### src/rtl/branch_cond_unit_pkg.sv
// ---------------------------------------------------------------------------
// cond_pkg: shared types and constants for the branch condition unit.
//   cond_e      : the sixteen 4-bit branch condition codes
//   N/Z/C/V_IDX : bit positions of each flag inside a {N,Z,C,V} nibble
//   state_e     : branch FSM states
//   calc_bank_w : bank-select width for a given bank count (never below 1)
// ---------------------------------------------------------------------------
package cond_pkg;

    typedef enum logic [3:0] {
        COND_EQ = 4'd0,  COND_NE = 4'd1,  COND_CS = 4'd2,  COND_CC = 4'd3,
        COND_MI = 4'd4,  COND_PL = 4'd5,  COND_VS = 4'd6,  COND_VC = 4'd7,
        COND_HI = 4'd8,  COND_LS = 4'd9,  COND_GE = 4'd10, COND_LT = 4'd11,
        COND_GT = 4'd12, COND_LE = 4'd13, COND_AL = 4'd14, COND_NV = 4'd15
    } cond_e;

    localparam int N_IDX = 3;
    localparam int Z_IDX = 2;
    localparam int C_IDX = 1;
    localparam int V_IDX = 0;

    typedef enum logic [1:0] {
        IDLE    = 2'd0,
        RESOLVE = 2'd1,
        FLUSH   = 2'd2
    } state_e;

    function automatic int calc_bank_w(input int n);
        return (n > 1) ? $clog2(n) : 1;
    endfunction

endpackage

### src/rtl/branch_cond_unit_if.sv
// ---------------------------------------------------------------------------
// branch_cond_unit_if: branch request handshake and result bundle.
//   br_valid/br_ready        : request handshake (accept = valid & ready)
//   br_cond/br_bank/wpc_en   : request payload, sampled at acceptance
//   taken_valid_o/taken_o    : one-cycle result pulse
//   flush_o                  : pipeline flush request after a taken branch
// master = requester (decoder side), slave = branch_cond_unit.
// ---------------------------------------------------------------------------
interface branch_cond_unit_if #(
    parameter int BANK_W = 1
);
    logic              br_valid;
    logic              br_ready;
    logic [3:0]        br_cond;
    logic [BANK_W-1:0] br_bank;
    logic              wpc_en;
    logic              taken_valid_o;
    logic              taken_o;
    logic              flush_o;

    modport master (
        output br_valid, br_cond, br_bank, wpc_en,
        input  br_ready, taken_valid_o, taken_o, flush_o
    );

    modport slave (
        input  br_valid, br_cond, br_bank, wpc_en,
        output br_ready, taken_valid_o, taken_o, flush_o
    );
endinterface

### src/rtl/branch_cond_unit_cond_eval.sv
// ---------------------------------------------------------------------------
// cond_eval: purely combinational condition-code evaluator.
//   cond_i  : condition code
//   flags_i : {N,Z,C,V}
//   pass_o  : 1 when the condition holds for the given flags
// ---------------------------------------------------------------------------
module cond_eval
    import cond_pkg::*;
(
    input  cond_e      cond_i,
    input  logic [3:0] flags_i,
    output logic       pass_o
);
    logic n, z, c, v;

    assign n = flags_i[N_IDX];
    assign z = flags_i[Z_IDX];
    assign c = flags_i[C_IDX];
    assign v = flags_i[V_IDX];

    always_comb begin
        pass_o = 1'b0;
        case (cond_i)
            COND_EQ: pass_o = z;
            COND_NE: pass_o = ~z;
            COND_CS: pass_o = c;
            COND_CC: pass_o = ~c;
            COND_MI: pass_o = n;
            COND_PL: pass_o = ~n;
            COND_VS: pass_o = v;
            COND_VC: pass_o = ~v;
            COND_HI: pass_o = c & ~z;
            COND_LS: pass_o = ~c | z;
            COND_GE: pass_o = (n == v);
            COND_LT: pass_o = (n != v);
            COND_GT: pass_o = ~z & (n == v);
            COND_LE: pass_o = z | (n != v);
            COND_AL: pass_o = 1'b1;
            COND_NV: pass_o = 1'b0;
            default: pass_o = 1'b0;
        endcase
    end
endmodule

### src/rtl/branch_cond_unit.sv
// ---------------------------------------------------------------------------
// branch_cond_unit: banked NZCV flag store plus branch condition resolver.
//   clk, rst        : clock, synchronous active-high reset
//   flag_we         : write flags_in into bank flag_bank (any FSM state)
//   flag_bank       : target bank; indices >= NUM_BANKS are ignored
//   flags_in        : {N,Z,C,V}
//   flags_o         : contents of bank br_bank (combinational read)
//   br              : branch handshake/result interface (slave modport)
// A branch accepted in cycle T reports taken_valid_o/taken_o in T+1; a taken
// branch then holds flush_o for FLUSH_CYCLES cycles before the next accept.
// Build option FLAG_BYPASS_EN: a same-cycle flag write to bank br_bank is
// forwarded into the evaluation and flags_o (the bank still updates).
// ---------------------------------------------------------------------------
module branch_cond_unit
    import cond_pkg::*;
#(
    parameter int NUM_BANKS    = 2,
    parameter int FLUSH_CYCLES = 2,
    parameter int BANK_W       = calc_bank_w(NUM_BANKS)
) (
    input  logic              clk,
    input  logic              rst,
    input  logic              flag_we,
    input  logic [BANK_W-1:0] flag_bank,
    input  logic [3:0]        flags_in,
    output logic [3:0]        flags_o,
    branch_cond_unit_if.slave br
);
    localparam int CNT_W = (FLUSH_CYCLES > 1) ? $clog2(FLUSH_CYCLES) : 1;

    // ------------------------------------------------------------------ banks
    logic [3:0] bank_flags [NUM_BANKS];

    genvar gi;
    generate
        for (gi = 0; gi < NUM_BANKS; gi++) begin : g_bank
            logic [3:0] flags_q, flags_d;

            always_comb begin
                flags_d = flags_q;
                if (flag_we && (flag_bank == BANK_W'(gi)))
                    flags_d = flags_in;
            end

            always_ff @(posedge clk) begin
                if (rst) flags_q <= 4'b0000;
                else     flags_q <= flags_d;
            end

            assign bank_flags[gi] = flags_q;
        end
    endgenerate

    // Read mux; an out-of-range br_bank reads as zero flags.
    logic [3:0] rd_flags;
    always_comb begin
        rd_flags = 4'b0000;
        for (int i = 0; i < NUM_BANKS; i++) begin
            if (br.br_bank == BANK_W'(i))
                rd_flags = bank_flags[i];
        end
`ifdef FLAG_BYPASS_EN
        if (flag_we && (flag_bank == br.br_bank))
            rd_flags = flags_in;
`endif
    end

    assign flags_o = rd_flags;

    // -------------------------------------------------------------- evaluate
    logic cond_pass;

    cond_eval u_cond_eval (
        .cond_i  (cond_e'(br.br_cond)),
        .flags_i (rd_flags),
        .pass_o  (cond_pass)
    );

    // ------------------------------------------------------------------- FSM
    state_e           state_q, state_d;
    logic [CNT_W-1:0] cnt_q, cnt_d;
    logic             taken_valid_q, taken_valid_d;
    logic             taken_q, taken_d;
    logic             flush_q, flush_d;
    logic             accept;

    // Ready is forced low during reset so nothing is accepted on that edge.
    assign br.br_ready = (state_q == IDLE) & ~rst;
    assign accept      = br.br_valid & br.br_ready;

    always_comb begin
        state_d       = state_q;
        cnt_d         = cnt_q;
        taken_valid_d = 1'b0;
        taken_d       = 1'b0;
        flush_d       = 1'b0;
        case (state_q)
            IDLE: begin
                if (accept) begin
                    state_d       = RESOLVE;
                    taken_valid_d = 1'b1;
                    taken_d       = cond_pass & br.wpc_en;
                end
            end
            RESOLVE: begin
                if (taken_q && (FLUSH_CYCLES > 0)) begin
                    state_d = FLUSH;
                    cnt_d   = CNT_W'(FLUSH_CYCLES - 1);
                    flush_d = 1'b1;
                end else begin
                    state_d = IDLE;
                end
            end
            FLUSH: begin
                // flush_o is registered, so it is raised for the next cycle
                // only while more flush cycles remain.
                if (cnt_q == '0) begin
                    state_d = IDLE;
                end else begin
                    cnt_d   = cnt_q - CNT_W'(1);
                    flush_d = 1'b1;
                end
            end
            default: state_d = IDLE;
        endcase
    end

    always_ff @(posedge clk) begin
        if (rst) begin
            state_q       <= IDLE;
            cnt_q         <= '0;
            taken_valid_q <= 1'b0;
            taken_q       <= 1'b0;
            flush_q       <= 1'b0;
        end else begin
            state_q       <= state_d;
            cnt_q         <= cnt_d;
            taken_valid_q <= taken_valid_d;
            taken_q       <= taken_d;
            flush_q       <= flush_d;
        end
    end

    assign br.taken_valid_o = taken_valid_q;
    assign br.taken_o       = taken_q;
    assign br.flush_o       = flush_q;

endmodule

### src/flat_wrapper.sv
// flat-port wrapper written by rule: the top's interface ports become plain ports
module branch_cond_unit_flat import cond_pkg::*;
#(
    parameter int NUM_BANKS    = 2,
    parameter int FLUSH_CYCLES = 2,
    parameter int BANK_W       = calc_bank_w(NUM_BANKS)
)
  (clk, rst, flag_we, flag_bank, flags_in, flags_o, br_br_valid, br_br_cond, br_br_bank, br_wpc_en, br_br_ready, br_taken_valid_o, br_taken_o, br_flush_o);
  branch_cond_unit_if #(.BANK_W(BANK_W)) br_i ();
  input  logic clk;
  input  logic rst;
  input  logic flag_we;
  input  logic [BANK_W-1:0] flag_bank;
  input  logic [3:0] flags_in;
  output logic [3:0] flags_o;
  input wire logic [$bits(br_i.br_valid)-1:0] br_br_valid;
  input wire logic [$bits(br_i.br_cond)-1:0] br_br_cond;
  input wire logic [$bits(br_i.br_bank)-1:0] br_br_bank;
  input wire logic [$bits(br_i.wpc_en)-1:0] br_wpc_en;
  output wire logic [$bits(br_i.br_ready)-1:0] br_br_ready;
  output wire logic [$bits(br_i.taken_valid_o)-1:0] br_taken_valid_o;
  output wire logic [$bits(br_i.taken_o)-1:0] br_taken_o;
  output wire logic [$bits(br_i.flush_o)-1:0] br_flush_o;
  assign br_i.br_valid = br_br_valid;
  assign br_i.br_cond = br_br_cond;
  assign br_i.br_bank = br_br_bank;
  assign br_i.wpc_en = br_wpc_en;
  assign br_br_ready = br_i.br_ready;
  assign br_taken_valid_o = br_i.taken_valid_o;
  assign br_taken_o = br_i.taken_o;
  assign br_flush_o = br_i.flush_o;
  branch_cond_unit #(.NUM_BANKS(NUM_BANKS), .FLUSH_CYCLES(FLUSH_CYCLES), .BANK_W(BANK_W)) u_core (.clk(clk), .rst(rst), .flag_we(flag_we), .flag_bank(flag_bank), .flags_in(flags_in), .flags_o(flags_o), .br(br_i));
endmodule
### config.mk
export PLATFORM = sky130hd
export DESIGN_NAME = branch_cond_unit_flat
export DESIGN_NICKNAME = d
export VERILOG_FILES = /design/src/rtl/branch_cond_unit_pkg.sv /design/src/rtl/branch_cond_unit_if.sv /design/src/rtl/branch_cond_unit_cond_eval.sv /design/src/rtl/branch_cond_unit.sv /design/src/flat_wrapper.sv
export SDC_FILE = /design/constraint.sdc
export NUM_CORES = 1
export LEC_CHECK = 0
export CAP_MARGIN = 20
export CORE_MARGIN = 2
export CORE_UTILIZATION = 35
export DETAILED_ROUTE_END_ITERATION = 10
export PLACE_DENSITY = 0.68
export SETUP_SLACK_MARGIN = 0.1
export SYNTH_ARGS = -nofsm -noshare
export SYNTH_HDL_FRONTEND = slang
export SYNTH_SLANG_ARGS = --single-unit
### constraint.sdc
create_clock -name clk -period 3.5 [get_ports clk]
set_input_delay 0.525 -clock clk [delete_from_list [all_inputs] [get_ports clk]]
set_output_delay 0.525 -clock clk [all_outputs]
set_load 0.005 [all_outputs]
==> flow_summary.ini <==
[outcome]
status = finished clean

[cts]
htreeDepth = 1
ctsLongestPathBuffers = 2
holdBufCountCts = 0
clkSinkCount = 14
cts_tree = done
insertion_delay_ps = 280
root_buffer = clkbuf_4
cts_setup_buffers = 0
cts_made_buffers = 3
clk_pin_slew_worst_paths_ps = 80
cts.repair.resized = 0

[flow_run]
maxCapViolCount = 0

[detailed_routing]
post-route-drc-count = 0
antenna_left = 0
post_drt_wl_per_cell_um = 11.5
wirelength_um = 1640
drt_iter0_drc = 7
route.vias.total = 693
via_per_inst = 4.85
drt_pass1_iterations = 2

[pwr]
pwr-share-seq = 0.481
p_sw_frac = 0.246
p_int_uw = 269
pwr-share-clk = 0.326
powerDensity_nw_per_um2 = 338
p_sw_uw = 87.4
p_leak_uw = 0.000412
max-vdd-ir-drop_mv = 0.235
combPwrFrac = 0.192

[logic_synthesis]
synth.area.top_cells = dfxtp_1 (36%), nand2_1 (7.7%), a21oi_1 (7.0%)
syn_nets = 110
syn_inst = 92
synth_top_area_share = 0.358
synth_cell_types = 27
ys_ff_latch = 14
ys_seq_area_frac = 0.358
syn_avg_cell_area_um2 = 8.50
synth_top_cell_by_area = dfxtp_1
syn_area_um2 = 782
yosys_warnings = 0

[floorplan]
io_pins = 23
core-area_um2 = 2170
fp.dieH_um = 51.3
initial_core_util = 0.360
die_x_um = 51.3
dieArea_um2 = 2630
core.rowCount = 17

[sta]
tightest_slew_ps = 438
hold_viol_final = 0
setup_viol = 0
clock-skew-final_ps = 2.72
min_period_ps = 2560
relSlewSlack = 0.707
timing.final.ws_setup_ps = 941
drv_slew = 0
fin_crit_sh = 0.731
rsz0062_at_grt = false
tns_ps = 0
fmax_mhz = 391

[worst_setup_path]
cp.required_ps = 2970
end_kind = primary output
worstRegToRegCells = 4
critPathArrivalTime_ps = 2030
cp_max_fo = 8
crit_type = in -> out
cp-start-kind = input port

[hold_path]
hold_depth = 2
hold_path_class = reg -> reg

[grt]
grt_overflow = 0
grt_pass1_vias = 685
antenna_found_initial = 0
grt_max_degree = 14
grt_use_total = 0.143
grt_pass1_wl_um = 2800

[final_layout]
drive_gt1_frac = 0.0870
nNetsFinal = 134
layout.cells.non_filler = 143
area_growth_pct = 34.7
fillers = 225
n_antenna_cell = 0
utilization = 0.486

[placement]
gp_congestion = 0.724
dp_cells = 139
dp_hpwl_um = 1270
pre_cts_ws_ps = 920
place.port_buffers = 22
logic make-up (layout without fill, tap and decap cells):
family,after synthesis,in the layout,share of synthesized area
buffers and inverters,8,31,0.0496
DFF,14,14,0.358
AOI/OAI and AO/OA,17,17,0.123
adders and majority gates,3,3,0.0480
xor gates and xnor gates,5,5,0.0560
and+or+nand+nor,38,38,0.243
muxes,7,7,0.122
layer usage:
metal,global-route usage,wire (um)
met1,0.159,734
met2,0.253,797
met3,0.0292,71
met4,0.0789,35
met5,0,0
synthesized netlist by cell type, drive strengths merged:
library cell and number:
nand2 16, dfxtp 14, a21oi 11, nor2 6, inv 5, nand3 5
mux2 4, xor2 4, a211oi 3, ha 3, nor3b 3, buf 2
mux2i 2, nand2b 2, nor4 2, o21ai 2, and2 1, and3 1
clkbuf 1, mux4 1, nor2b 1, nor3 1, o32ai 1, xnor2 1
cells in the final DEF (no fill, tap or decap):
cell,n
mux2_2,3
nor3_1,1
nor4_2,1
mux2_4,1
mux2i_1,2
clkdlybuf4s50_1,22
and2_1,1
nand3_1,5
o21ai_0,2
clkbuf_4,3
nand2_1,16
o32ai_1,1
mux4_1,1
xnor2_1,1
nor3b_1,3
nor2_1,6
a21oi_1,11
nand2b_1,2
xor2_1,4
dfxtp_1,14
ha_1,3
nor2b_1,1
nor4_1,1
clkbuf_8,1
inv_1,5
a211oi_1,3
and3_4,1
power by group through the flow:
stage               Combinational [uW]  Sequential (uW)  Clock (uW)
finish                            68.5              171         116
global route                      76.4              173         124
CTS                               69.1              171         119
detailed placement                68.8              175           0
global placement                  67.5              175           0
floorplan                         36.1              174           0
worst max-delay path, stage by stage:
cell and delay (ps):
clkdlybuf4s50_1 670, mux2_2 380, clkdlybuf4s50_1 460
worst paths after layout:
check | startpoint | to | slack, ps
worst max-delay path | br_br_bank | flags_o[3] | 940
worst min-delay path | u_core.g_bank[1].flags_q[1] | u_core.g_bank[1].flags_q[1] | 480
worst max register to register | u_core.g_bank[0].flags_q[0] | u_core.br.taken_o | 2020
worst min register to register | u_core.g_bank[1].flags_q[1] | u_core.g_bank[1].flags_q[1] | 480
flip-flops by register name, summed over array words and instances (netlist names):
signal / cells
u_core.g_bank.flags_q: 8
u_core.cnt_q: 1
u_core.br.taken_o: 1
u_core.br.flush_o: 1
u_core.state_q: 2
u_core.br.taken_valid_o: 1
cell type report:
cell class,instances,area [um2],share of cell area
multi-input combinational,70,463,0.439
sequential,14,280,0.266
timing repair buffer,22,220,0.209
clock buffer,4,36.3,0.0344
tap,28,35.0,0.0333
inverter,5,18.8,0.0178
through the flow:
stage | cell area (um2) | total power (uW) | hold WS [ps]
final | 1050 | 356 | 482
after CTS | 1050 | 360 | 485
after detailed placement | 1020 | 244 | 471
after global placement | 1020 | 242 | 467
after global routing | 1050 | 372 | 511
after floorplan | 782 | 210 | 449
No activity file was read; power rests on OpenSTA's default activity.
